$ cat config.mk
export PLATFORM = sky130hd
export DESIGN_NAME = hazard_scoreboard
export DESIGN_NICKNAME = d
export VERILOG_FILES = /design/src/rtl/hazard_scoreboard.sv
export SDC_FILE = /design/constraint.sdc
export NUM_CORES = 1
export LEC_CHECK = 0
export CORE_UTILIZATION = 47
export CTS_CLUSTER_DIAMETER = 50
export CTS_CLUSTER_SIZE = 10
export DETAILED_ROUTE_END_ITERATION = 10
export PLACE_DENSITY = 0.89
export REMOVE_ABC_BUFFERS = 1
export SLEW_MARGIN = 30
export SYNTH_ARGS = -nofsm -noshare
export SYNTH_HDL_FRONTEND = slang
export SYNTH_SLANG_ARGS = --single-unit
$ cat constraint.sdc
create_clock -name clk -period 3.2 [get_ports clk]
set_input_delay 0.8 -clock clk [delete_from_list [all_inputs] [get_ports clk]]
set_output_delay 0.8 -clock clk [all_outputs]
set_load 0.1 [all_outputs]
$ cat src/rtl/hazard_scoreboard.sv
// Data-hazard scoreboard: tracks destinations of the three in-flight stages and stalls issue on a match.
// Define HAZARD_FORWARD_EN for the forwarding policy (load-use only); otherwise full interlock.
module hazard_scoreboard #(
    parameter int CNT_W = 16
) (
    input  logic             clk,
    input  logic             reset_n,
    input  logic [31:0]      instructionDEC,
    input  logic             issue_valid,
    input  logic             flush,
    output logic             pcenable,
    output logic             idifenable,
    output logic             idexNOP,
    output logic [CNT_W-1:0] stall_count
);

    localparam logic [5:0] OP_RTYPE = 6'b000000;
    localparam logic [5:0] OP_ADDI  = 6'b001000;
    localparam logic [5:0] OP_SLTI  = 6'b001010;
    localparam logic [5:0] OP_ANDI  = 6'b001100;
    localparam logic [5:0] OP_ORI   = 6'b001101;
    localparam logic [5:0] OP_LW    = 6'b100011;
    localparam logic [5:0] OP_SW    = 6'b101011;
    localparam logic [5:0] OP_BEQ   = 6'b000100;
    localparam logic [5:0] OP_BNE   = 6'b000101;

    typedef struct packed {
        logic       valid;
        logic [4:0] dest;
        logic       is_load;
    } entry_t;

    entry_t           ex_r;
    entry_t           mem_r;
    entry_t           wb_r;
    entry_t           ex_next_s;
    logic [CNT_W-1:0] stall_count_r;

    logic [5:0] opcode_s;
    logic [4:0] rs_s;
    logic [4:0] rt_s;
    logic [4:0] dest_s;
    logic       has_dest_s;
    logic       use_rs_s;
    logic       use_rt_s;
    logic       is_load_s;
    logic       ex_elig_s;
    logic       mem_elig_s;
    logic       wb_elig_s;
    logic       hazard_s;
    logic       stall_s;
    logic       unused_s;

    // An eligible, valid entry whose destination equals the given source register.
    function automatic logic entry_hit(input entry_t e, input logic [4:0] src, input logic elig);
        return elig & e.valid & (e.dest == src);
    endfunction

    // A source of register zero never creates a dependency.
    function automatic logic src_hit(input logic use_src, input logic [4:0] src,
                                     input entry_t ex_e, input entry_t mem_e, input entry_t wb_e,
                                     input logic ex_el, input logic mem_el, input logic wb_el);
        return use_src & (src != 5'd0) &
               (entry_hit(ex_e, src, ex_el) | entry_hit(mem_e, src, mem_el) | entry_hit(wb_e, src, wb_el));
    endfunction

    assign opcode_s = instructionDEC[31:26];
    assign rs_s     = instructionDEC[25:21];
    assign rt_s     = instructionDEC[20:16];

    // Decode destination and source usage of the instruction waiting in IF/ID.
    always_comb begin
        dest_s     = 5'd0;
        has_dest_s = 1'b0;
        use_rs_s   = 1'b0;
        use_rt_s   = 1'b0;
        is_load_s  = 1'b0;
        case (opcode_s)
            OP_RTYPE: begin
                dest_s     = instructionDEC[15:11];
                has_dest_s = 1'b1;
                use_rs_s   = 1'b1;
                use_rt_s   = 1'b1;
            end
            OP_ADDI, OP_ORI, OP_ANDI, OP_SLTI: begin
                dest_s     = rt_s;
                has_dest_s = 1'b1;
                use_rs_s   = 1'b1;
            end
            OP_LW: begin
                dest_s     = rt_s;
                has_dest_s = 1'b1;
                use_rs_s   = 1'b1;
                is_load_s  = 1'b1;
            end
            OP_SW, OP_BEQ, OP_BNE: begin
                use_rs_s = 1'b1;
                use_rt_s = 1'b1;
            end
            default: begin
                dest_s     = 5'd0;
                has_dest_s = 1'b0;
            end
        endcase
    end

`ifdef HAZARD_FORWARD_EN
    // With forwarding only a load still in EX cannot supply its result in time.
    assign ex_elig_s  = ex_r.is_load;
    assign mem_elig_s = 1'b0;
    assign wb_elig_s  = 1'b0;
`else
    assign ex_elig_s  = 1'b1;
    assign mem_elig_s = 1'b1;
    assign wb_elig_s  = 1'b1;
`endif

    assign hazard_s = src_hit(use_rs_s, rs_s, ex_r, mem_r, wb_r, ex_elig_s, mem_elig_s, wb_elig_s) |
                      src_hit(use_rt_s, rt_s, ex_r, mem_r, wb_r, ex_elig_s, mem_elig_s, wb_elig_s);

    // Reset gating keeps the stall released even before the cleared entries propagate.
    assign stall_s = reset_n & issue_valid & ~flush & hazard_s;

    assign pcenable   = ~stall_s;
    assign idifenable = ~stall_s;
    assign idexNOP    = stall_s;
    assign stall_count = stall_count_r;

    // Build the entry entering EX; bubbles, kills, stalls and writes to $0 are recorded invalid.
    always_comb begin
        ex_next_s = '0;
        if (issue_valid && !flush && !stall_s && has_dest_s && (dest_s != 5'd0)) begin
            ex_next_s.valid   = 1'b1;
            ex_next_s.dest    = dest_s;
            ex_next_s.is_load = is_load_s;
        end else begin
            ex_next_s = '0;
        end
    end

    // Shadow pipeline shift EX -> MEM -> WB.
    always_ff @(posedge clk or negedge reset_n) begin
        if (!reset_n) begin
            ex_r  <= '0;
            mem_r <= '0;
            wb_r  <= '0;
        end else begin
            ex_r  <= ex_next_s;
            mem_r <= ex_r;
            wb_r  <= mem_r;
        end
    end

    // Saturating stall-cycle counter.
    always_ff @(posedge clk or negedge reset_n) begin
        if (!reset_n) begin
            stall_count_r <= '0;
        end else if (stall_s && (stall_count_r != {CNT_W{1'b1}})) begin
            stall_count_r <= stall_count_r + {{(CNT_W-1){1'b0}}, 1'b1};
        end
    end

    assign unused_s = ^{instructionDEC[10:0], mem_r.is_load, wb_r};

endmodule
Yosys cells after proc, flatten, opt, wreduce, memory -nomap -nowiden

Cells that the tools add are included.

Bits in registers: 34
Input bits: 36
Output and inout bits: 19
Word-level logic and storage cells: 64

Add/subtract/negate cells: 1
Eq/ne operators: 15
Mux-type cells: 6
Bitwise operators: 20
Reductions and logical operators: 15

Operators with widths:

| operator              | number |
|---|---|
| $eq 5x5->1            | 6 |
| $eq 6x4->1 const B    | 4 |
| $add 16x1->16 const B | 1 |
| $ne 16x16->1 const B  | 1 |
| $reduce_bool 5->1     | 3 |
| $and 1x1->1           | 13 |
| $eq 6x3->1 const B    | 2 |
| $eq 6x6->1 const B    | 2 |
| $pmux 5 s2            | 1 |
| $reduce_or 9->1       | 1 |
| $mux 7                | 1 |
| $logic_not 6->1       | 1 |
| $reduce_or 6->1       | 1 |
| $logic_and 1x1->1     | 5 |
| $or 1x1->1            | 5 |
| $reduce_or 5->1       | 1 |
| $mux 1                | 4 |
| $reduce_or 4->1       | 1 |
| $logic_not 1->1       | 2 |
| $not 1->1             | 2 |

Depth between registers and ports, before layout

Gate-level depths: netlist of run 1.

Word-level depth: 12
Depth in mapped cells: 9
Gate-level depth less buffers: 7

Worst setup path after synthesis of run 1

OpenSTA, ideal clock, no wires.

Path kind: in2out
Start: input port instructionDEC[20]
End: output port idexNOP
Arrival: 2.558 ns
Data required time: 2.400 ns
Path slack: -0.158 ns
Stages on the path: 8
Path buffers: 2
Cells stage by stage: buf_6 xor2_1 nor4_1 and3_1 o31ai_4 and2_4 buf_6 inv_1

Longest elaborated chain between the ends: 7
Elaborated cells between the ends (all ways): 13
Classes of those cells: eq/ne (3); bitwise (9); reduce/logical (1)

Ends and longest elaborated chain:

| element                  | line | RTL |
|---|---|---|
| start, declared          | 8    | `input logic [31:0] instructionDEC,` |
| $eq 5x5->1               | 56   | `return elig & e.valid & (e.dest == src);` |
| $and 1x1->1              | 56   |  |
| $or 1x1->1 (2 in series) | 64   | `(entry_hit(ex_e, src, ex_el) \| entry_hit(mem_e, src, mem_el) \| entry_hit(wb_e, src, wb_el));` |
| $and 1x1->1 *            | 63   | `return use_src & (src != 5'd0) &` |
| $or 1x1->1 *             | 118  | `assign hazard_s = src_hit(use_rs_s, rs_s, ex_r, mem_r, wb_r, ex_elig_s, mem_elig_s, wb_elig_s) \|` |
| $and 1x1->1 *            | 122  | `assign stall_s = reset_n & issue_valid & ~flush & hazard_s;` |
| end, declared            | 13   | `output logic idexNOP,` |

Mark *: on every way between the ends. The rest lies on a longest branch, timed or not.

Worst setup path after layout of run 1

Start: input port instructionDEC[19]
End: output port idexNOP

The elaborated chain is that of the path after synthesis.

==> flow_summary.json, run 1 <==
{
  "run_status": "complete, no violations",
  "cap_violations": 0,
  "antenna_violating_nets_post_route": 0,
  "ys_seq_elements": 34,
  "worstPathCellList": "dlygate4sd2_1, xor2_1, nor4_1, and3_1, o31ai_4, and2_4, inv_2, buf_12",
  "drt_pass1_iterations": 4,
  "dp_hpwl_mm": 3.32,
  "internal_power_w": 0.000705,
  "setup.worst_path.start_class": "input pin",
  "cts_tree": "done",
  "grtUsageTotal_pct": 23.8,
  "drt_first_iter_violations": 83,
  "clkPwrFrac_pct": 40.1,
  "synth-async-reset-ratio_pct": 100,
  "yosys-top-cells-area": "dfrtp_1, xor2_1, xnor2_1",
  "setup.worst_path.start": "instructionDEC[19]",
  "finalMaxSlewViolations": 0,
  "timing.final.crit_share_pct": 99.2,
  "instance_count_of_the_mapped_netlist": 172,
  "period_minus_slack_ns": 3.17,
  "numCtsBuffers": 5,
  "critPathMaxFanout": 5,
  "cp.required_ns": 2.40,
  "synth_area_per_cell_um2": 10.9,
  "timing.reg2reg.worst_path_depth": 8,
  "worstPathArrival_ns": 2.37,
  "power.ir.vdd_worst_mv": 0.293,
  "cts_max_path_buffers": 2,
  "synth.top_cell.area_share_pct": 45.5,
  "final.fill_count": 263,
  "placed_cells_incl_taps": 282,
  "post_synthesis_to_final_layout_area_growth_pct": 42.0,
  "setup.worst_path.end": "idexNOP",
  "final_layout_size_suffix_gt1_share_pct": 32.0,
  "cts.reportedPaths.clkPinSlew_ns": 0.06,
  "power.switching_fraction_pct": 22.4,
  "floorplan.die_area_mm2": 0.00423,
  "clkLatencyLatePin_ns": 0.29,
  "starting_density_of_the_core_pct": 49.9,
  "cellLeakagePower_nw": 1.30,
  "fp-row-count": 22,
  "power.switching_w": 0.000204,
  "hold-worst-slack_ns": 0.412,
  "mostFrequentLayoutCell": "buf_4",
  "timing.setup.tns_ns": 0,
  "detail_route.wl_per_cell_um": 16.2,
  "power_density_mw_per_mm2": 343,
  "power_w": 0.000909,
  "final_hold_viol_count": 0,
  "power.sequential.fraction_pct": 47.8,
  "synth-edff-count": 0,
  "max_freq_mhz": 315,
  "cts_htree_levels": 2,
  "synth_top_cell_by_area": "dfrtp_1",
  "holdBufCountCts": 0,
  "vias_per_cell": 5.38,
  "synth_ff_type": "dfrtp_1",
  "nets": 283,
  "die-height_um": 65.0,
  "pwr-share-comb_pct": 12.1,
  "drt_drc_violations_left": 0,
  "reg2reg_setup_slack_ns": 0.84,
  "grt_first_pass_wirelength_mm": 7.34,
  "grt_antenna_before_repair": 0,
  "synth.lib_cells_used.distinct": 38,
  "timing.setup.critical_path_class": "in -> out",
  "fin_util_pct": 70.9,
  "commonest_non_fill_non_tap_cells_in_the_layout": "buf_4, dfrtp_1, xor2_1",
  "max-slew-margin-rel_pct": 72.3,
  "setup_violations": 0,
  "diodes": 0,
  "cts.sinks": 34,
  "worst_path_max_delay_cell": "dlygate4sd2_1",
  "design.core.area_mm2": 0.00374,
  "timing.critical_path.slowest_cell_delay_ns": 0.32,
  "post_synth_instance_area_mm2": 0.00187,
  "cts_root_buffer": "clkbuf_8",
  "synth-seq-area-share_pct": 45.5,
  "first_global_vias": 1567,
  "cp-end-kind": "primary output",
  "portBuffers": 43,
  "critical_path.reg2reg.endpoint": "stall_count[1]$_DFFE_PN0P_",
  "r2r_start": "ex_r[2]$_DFF_PN0_",
  "final_skew_ns": 0.00528,
  "via_count": 1588,
  "stdcell_count": 295,
  "global_route_congestion_overflow_total": 0,
  "max_slew.worst_pin.slew_ns": 0.416,
  "io-pin-count": 55,
  "die_width_um": 65.0,
  "min_path_type": "reg -> reg",
  "routed_wl_mm": 4.77,
  "yosys_warnings": 0,
  "gp_congestion": 0.819,
  "grt_max_degree": 35
}
## power by group through the flow
stage          registers, W  clock network, W  logic [W]
6_report           0.000435          0.000365   0.000110
2_1_floorplan      0.000443                 0  0.0000289
3_3_place_gp       0.000442                 0   0.000104
4_1_cts            0.000435          0.000368   0.000108
5_1_grt            0.000435          0.000387   0.000118
3_5_place_dp       0.000443                 0   0.000107
## worst min path at each step
stage / start / slack [ns] / cells after the start / endpoint
after floorplan: ex_r[6]$_DFF_PN0_ / 0.37 / 0 / mem_r[6]$_DFF_PN0_
after global placement: mem_r[6]$_DFF_PN0_ / 0.37 / 0 / wb_r[6]$_DFF_PN0_
after detailed placement: mem_r[6]$_DFF_PN0_ / 0.40 / 0 / wb_r[6]$_DFF_PN0_
after CTS: mem_r[6]$_DFF_PN0_ / 0.42 / 0 / wb_r[6]$_DFF_PN0_
after global routing: mem_r[6]$_DFF_PN0_ / 0.43 / 0 / wb_r[6]$_DFF_PN0_
final: mem_r[6]$_DFF_PN0_ / 0.41 / 0 / wb_r[6]$_DFF_PN0_
## flip-flops by register name, indices dropped and copies added, names as in the netlist
name         flops
mem_r            6
stall_count     16
ex_r             6
wb_r             6
## Yosys cell counts (4+ instances only)
| library cell | count |
|---|---|
| nor4_1 | 5 |
| nor2_1 | 12 |
| nand2_1 | 6 |
| dfrtp_1 | 34 |
| and3_1 | 8 |
| xnor2_1 | 18 |
| nand3_1 | 10 |
| nand4_1 | 6 |
| o21ai_0 | 4 |
| a22oi_1 | 5 |
| xor2_1 | 26 |
## layout make-up
type | count | area (µm²) | area share, %
flip-flops and latches | 34 | 851 | 32.1
inverters | 2 | 7.51 | 0.283
multi-input cells | 130 | 1010 | 38.0
clock buffers | 8 | 110 | 4.15
repair buffers | 73 | 616 | 23.2
well taps | 48 | 60.1 | 2.26
## cell families after synthesis
group	synth area share, %
simple gates	21.0
xor+xnor	20.6
flops	45.5
fa+ha+maj	0.670
compound gates	7.23
buf+inv	2.88
mux	2.01
## per-stage QoR
step / setup slack, ns / area, µm²
floorplan: -0.368 / 1820
global placement: -0.245 / 2490
detailed placement: -0.296 / 2490
CTS: 0.0135 / 2640
global route: -0.0458 / 2650
finish: 0.0268 / 2650
## critical path, delay by kind of cell
family / cells / cell delay, ns
AO/OA/AOI/OAI: 1 / 0.09
XOR/XNOR: 1 / 0.17
buffers and inverters: 3 / 0.56
AND/OR/NAND/NOR: 3 / 0.74
## metal layers
layer / GRT usage [%] / wire (µm) / share of wire (%) / vias to the layer above
li1: - / - / - / 749
met1: 30.5 / 2050 / 43 / 793
met2: 39.1 / 2430 / 51 / 38
met3: 4.40 / 186 / 3.9 / 8
met4: 10.6 / 97 / 2.0 / 0
met5: 0 / 0 / 0 / -
## timing repair
| item | CTS | global route |
|---|---|---|
| endpoints found under the setup margin | 3 | 3 |
| buffers inserted | 3 | 2 |
| resized for setup | 21 | 13 |
| pin swaps | 8 | 11 |
No activity file was read; power rests on OpenSTA's default activity.
==> run 2, diff against run 1 <==
--- a/config.mk
+++ b/config.mk
@@ -5,6 +5,7 @@
 export SDC_FILE = /design/constraint.sdc
 export NUM_CORES = 1
 export LEC_CHECK = 0
+export CORE_MARGIN = 2
 export CORE_UTILIZATION = 47
 export CTS_CLUSTER_DIAMETER = 50
 export CTS_CLUSTER_SIZE = 10
@@ -15,3 +16,4 @@
 export SYNTH_ARGS = -nofsm -noshare
 export SYNTH_HDL_FRONTEND = slang
 export SYNTH_SLANG_ARGS = --single-unit
+export TNS_END_PERCENT = 30
==> run 2 against run 1 <==
Cell count shrank 0.68%; cell area decreased by 1.2%; global-route usage is 1.3 points lower; critical path type unchanged.
==> flow_summary.json, run 2 (same netlist as run 1, synthesis figures left out) <==
{
  "global_route_congestion_overflow_total": 0,
  "max-slew-margin-rel_pct": 72.4,
  "drt_pass1_iterations": 4,
  "cellLeakagePower_nw": 1.28,
  "starting_density_of_the_core_pct": 49.9,
  "gp_congestion": 0.826,
  "dp_worst_setup_slack_ns": -0.270,
  "mostFrequentLayoutCell": "buf_4",
  "post-route-worst-setup-slack_ns": 0.0645,
  "fp-row-count": 22,
  "numCtsBuffers": 5,
  "die_width_um": 67.0,
  "commonest_non_fill_non_tap_cells_in_the_layout": "buf_4, dfrtp_1, xor2_1",
  "nets": 282,
  "diodes": 0,
  "largest_register_ffs": 16,
  "via_count": 1564,
  "setup_violations": 0,
  "cts.reportedPaths.clkPinSlew_ns": 0.06,
  "setup.worst_path.start_class": "input pin",
  "vias_per_cell": 5.34,
  "antenna_violating_nets_post_route": 0,
  "grt_first_pass_wirelength_mm": 7.37,
  "floorplan.die_area_mm2": 0.00450,
  "detail_route.wl_per_cell_um": 15.8,
  "final_layout_size_suffix_gt1_share_pct": 32.7,
  "worstPathArrival_ns": 2.34,
  "post_synthesis_to_final_layout_area_growth_pct": 40.3,
  "die-height_um": 67.0,
  "timing.setup.critical_path_class": "in -> out",
  "cts_tree": "done",
  "drt_drc_violations_left": 0,
  "cp-end-kind": "primary output",
  "clkLatencyLatePin_ns": 0.29,
  "cts.sinks": 34,
  "power.ir.vdd_worst_mv": 0.249,
  "grt_antenna_before_repair": 0,
  "io-pin-count": 55,
  "multiInputGateArea_mm2": 0.00101,
  "fin_util_pct": 70.0,
  "dp_hpwl_mm": 3.28,
  "run_status": "complete, no violations",
  "route.met2.wl_mm": 2.23,
  "post_dp_cell_area_mm2": 0.00248,
  "placed_cells_incl_taps": 281,
  "post-route-cell-area_mm2": 0.00262,
  "max_freq_mhz": 319,
  "final_hold_viol_count": 0,
  "max_slew.worst_pin.slew_ns": 0.413,
  "highest_layer": "met4",
  "cts_root_buffer": "clkbuf_8",
  "drt_first_iter_violations": 55,
  "grtUsageTotal_pct": 22.5,
  "period_minus_slack_ns": 3.14,
  "routed_wl_mm": 4.62,
  "cp.required_ns": 2.40,
  "met1_length_mm": 2.03,
  "critPathMaxFanout": 4,
  "cap_violations": 0,
  "min_path_type": "reg -> reg",
  "met3_length_um": 238,
  "finalMaxSlewViolations": 0,
  "power_density_mw_per_mm2": 320,
  "cts_max_path_buffers": 2,
  "design.core.area_mm2": 0.00374,
  "grt_max_degree": 35,
  "timing.final.crit_share_pct": 98.0,
  "final.fill_count": 263,
  "cts_htree_levels": 2,
  "layout.area.seq_um2": 851,
  "portBuffers": 43,
  "stdcell_count": 293,
  "first_global_vias": 1597,
  "final_skew_ns": 0.00506
}
-- run 2: final timing paths --
kind	end	slack [ns]	from	cells past startpoint
max in group asynchronous	mem_r[4]$_DFF_PN0_	2.24	reset_n	2
hold / removal	wb_r[6]$_DFF_PN0_	0.40	mem_r[6]$_DFF_PN0_	0
setup / recovery	idexNOP	0.06	instructionDEC[30]	7
hold reg to reg	wb_r[6]$_DFF_PN0_	0.40	mem_r[6]$_DFF_PN0_	0
min in group asynchronous	stall_count[4]$_DFFE_PN0P_	0.66	reset_n	2
setup reg to reg	stall_count[1]$_DFFE_PN0P_	0.87	mem_r[4]$_DFF_PN0_	8
-- run 2: routing by layer --
| metal | GRT usage (%) | up-vias |
|---|---|---|
| met5 | 0 | - |
| met4 | 10.2 | 0 |
| met3 | 5.24 | 10 |
| met2 | 36.5 | 47 |
| met1 | 28.2 | 758 |
| li1 | - | 749 |
-- run 2: metrics by stage --
step / setup TNS (ns) / hold WS [ns] / total power, W
2_1_floorplan: -0.368 / 0.366 / 0.000472
3_3_place_gp: -0.656 / 0.373 / 0.000545
3_5_place_dp: -0.682 / 0.389 / 0.000548
4_1_cts: 0 / 0.403 / 0.000834
5_1_grt: -0.0156 / 0.430 / 0.000866
6_report: 0 / 0.397 / 0.000837
-- run 2: cell type report --
type	count	share of cell area (%)
Inverter	2	0.287
Sequential cell	34	32.5
Timing Repair Buffer	72	23.3
Tap cell	48	2.29
Multi-Input combinational cell	130	38.7
Clock buffer	7	2.91
-- run 2: worst max-delay path: stages --
cell and delay (ns):
clkdlybuf4s50_1 0.43, nand4bb_4 0.26, nor3_2 0.29, o31ai_4 0.12, and2_4 0.20, inv_2 0.07
buf_12 0.16
-- run 2: what timing repair did --
item | 4_1_cts | 5_1_grt
hold buffers | 0 | 0
resized for setup | 24 | 20
buffers inserted | 4 | 1
setup endpoints to repair | 3 | 3
pin swaps | 10 | 12
-- run 2: where the power goes --
group / total (W) / internal, W / switching (W)
clock: 0.000295 / 0.000150 / 0.000146
sequential: 0.000435 / 0.000432 / 0.00000241
combinational: 0.000107 / 0.0000556 / 0.0000515
total: 0.000837 / 0.000637 / 0.000200
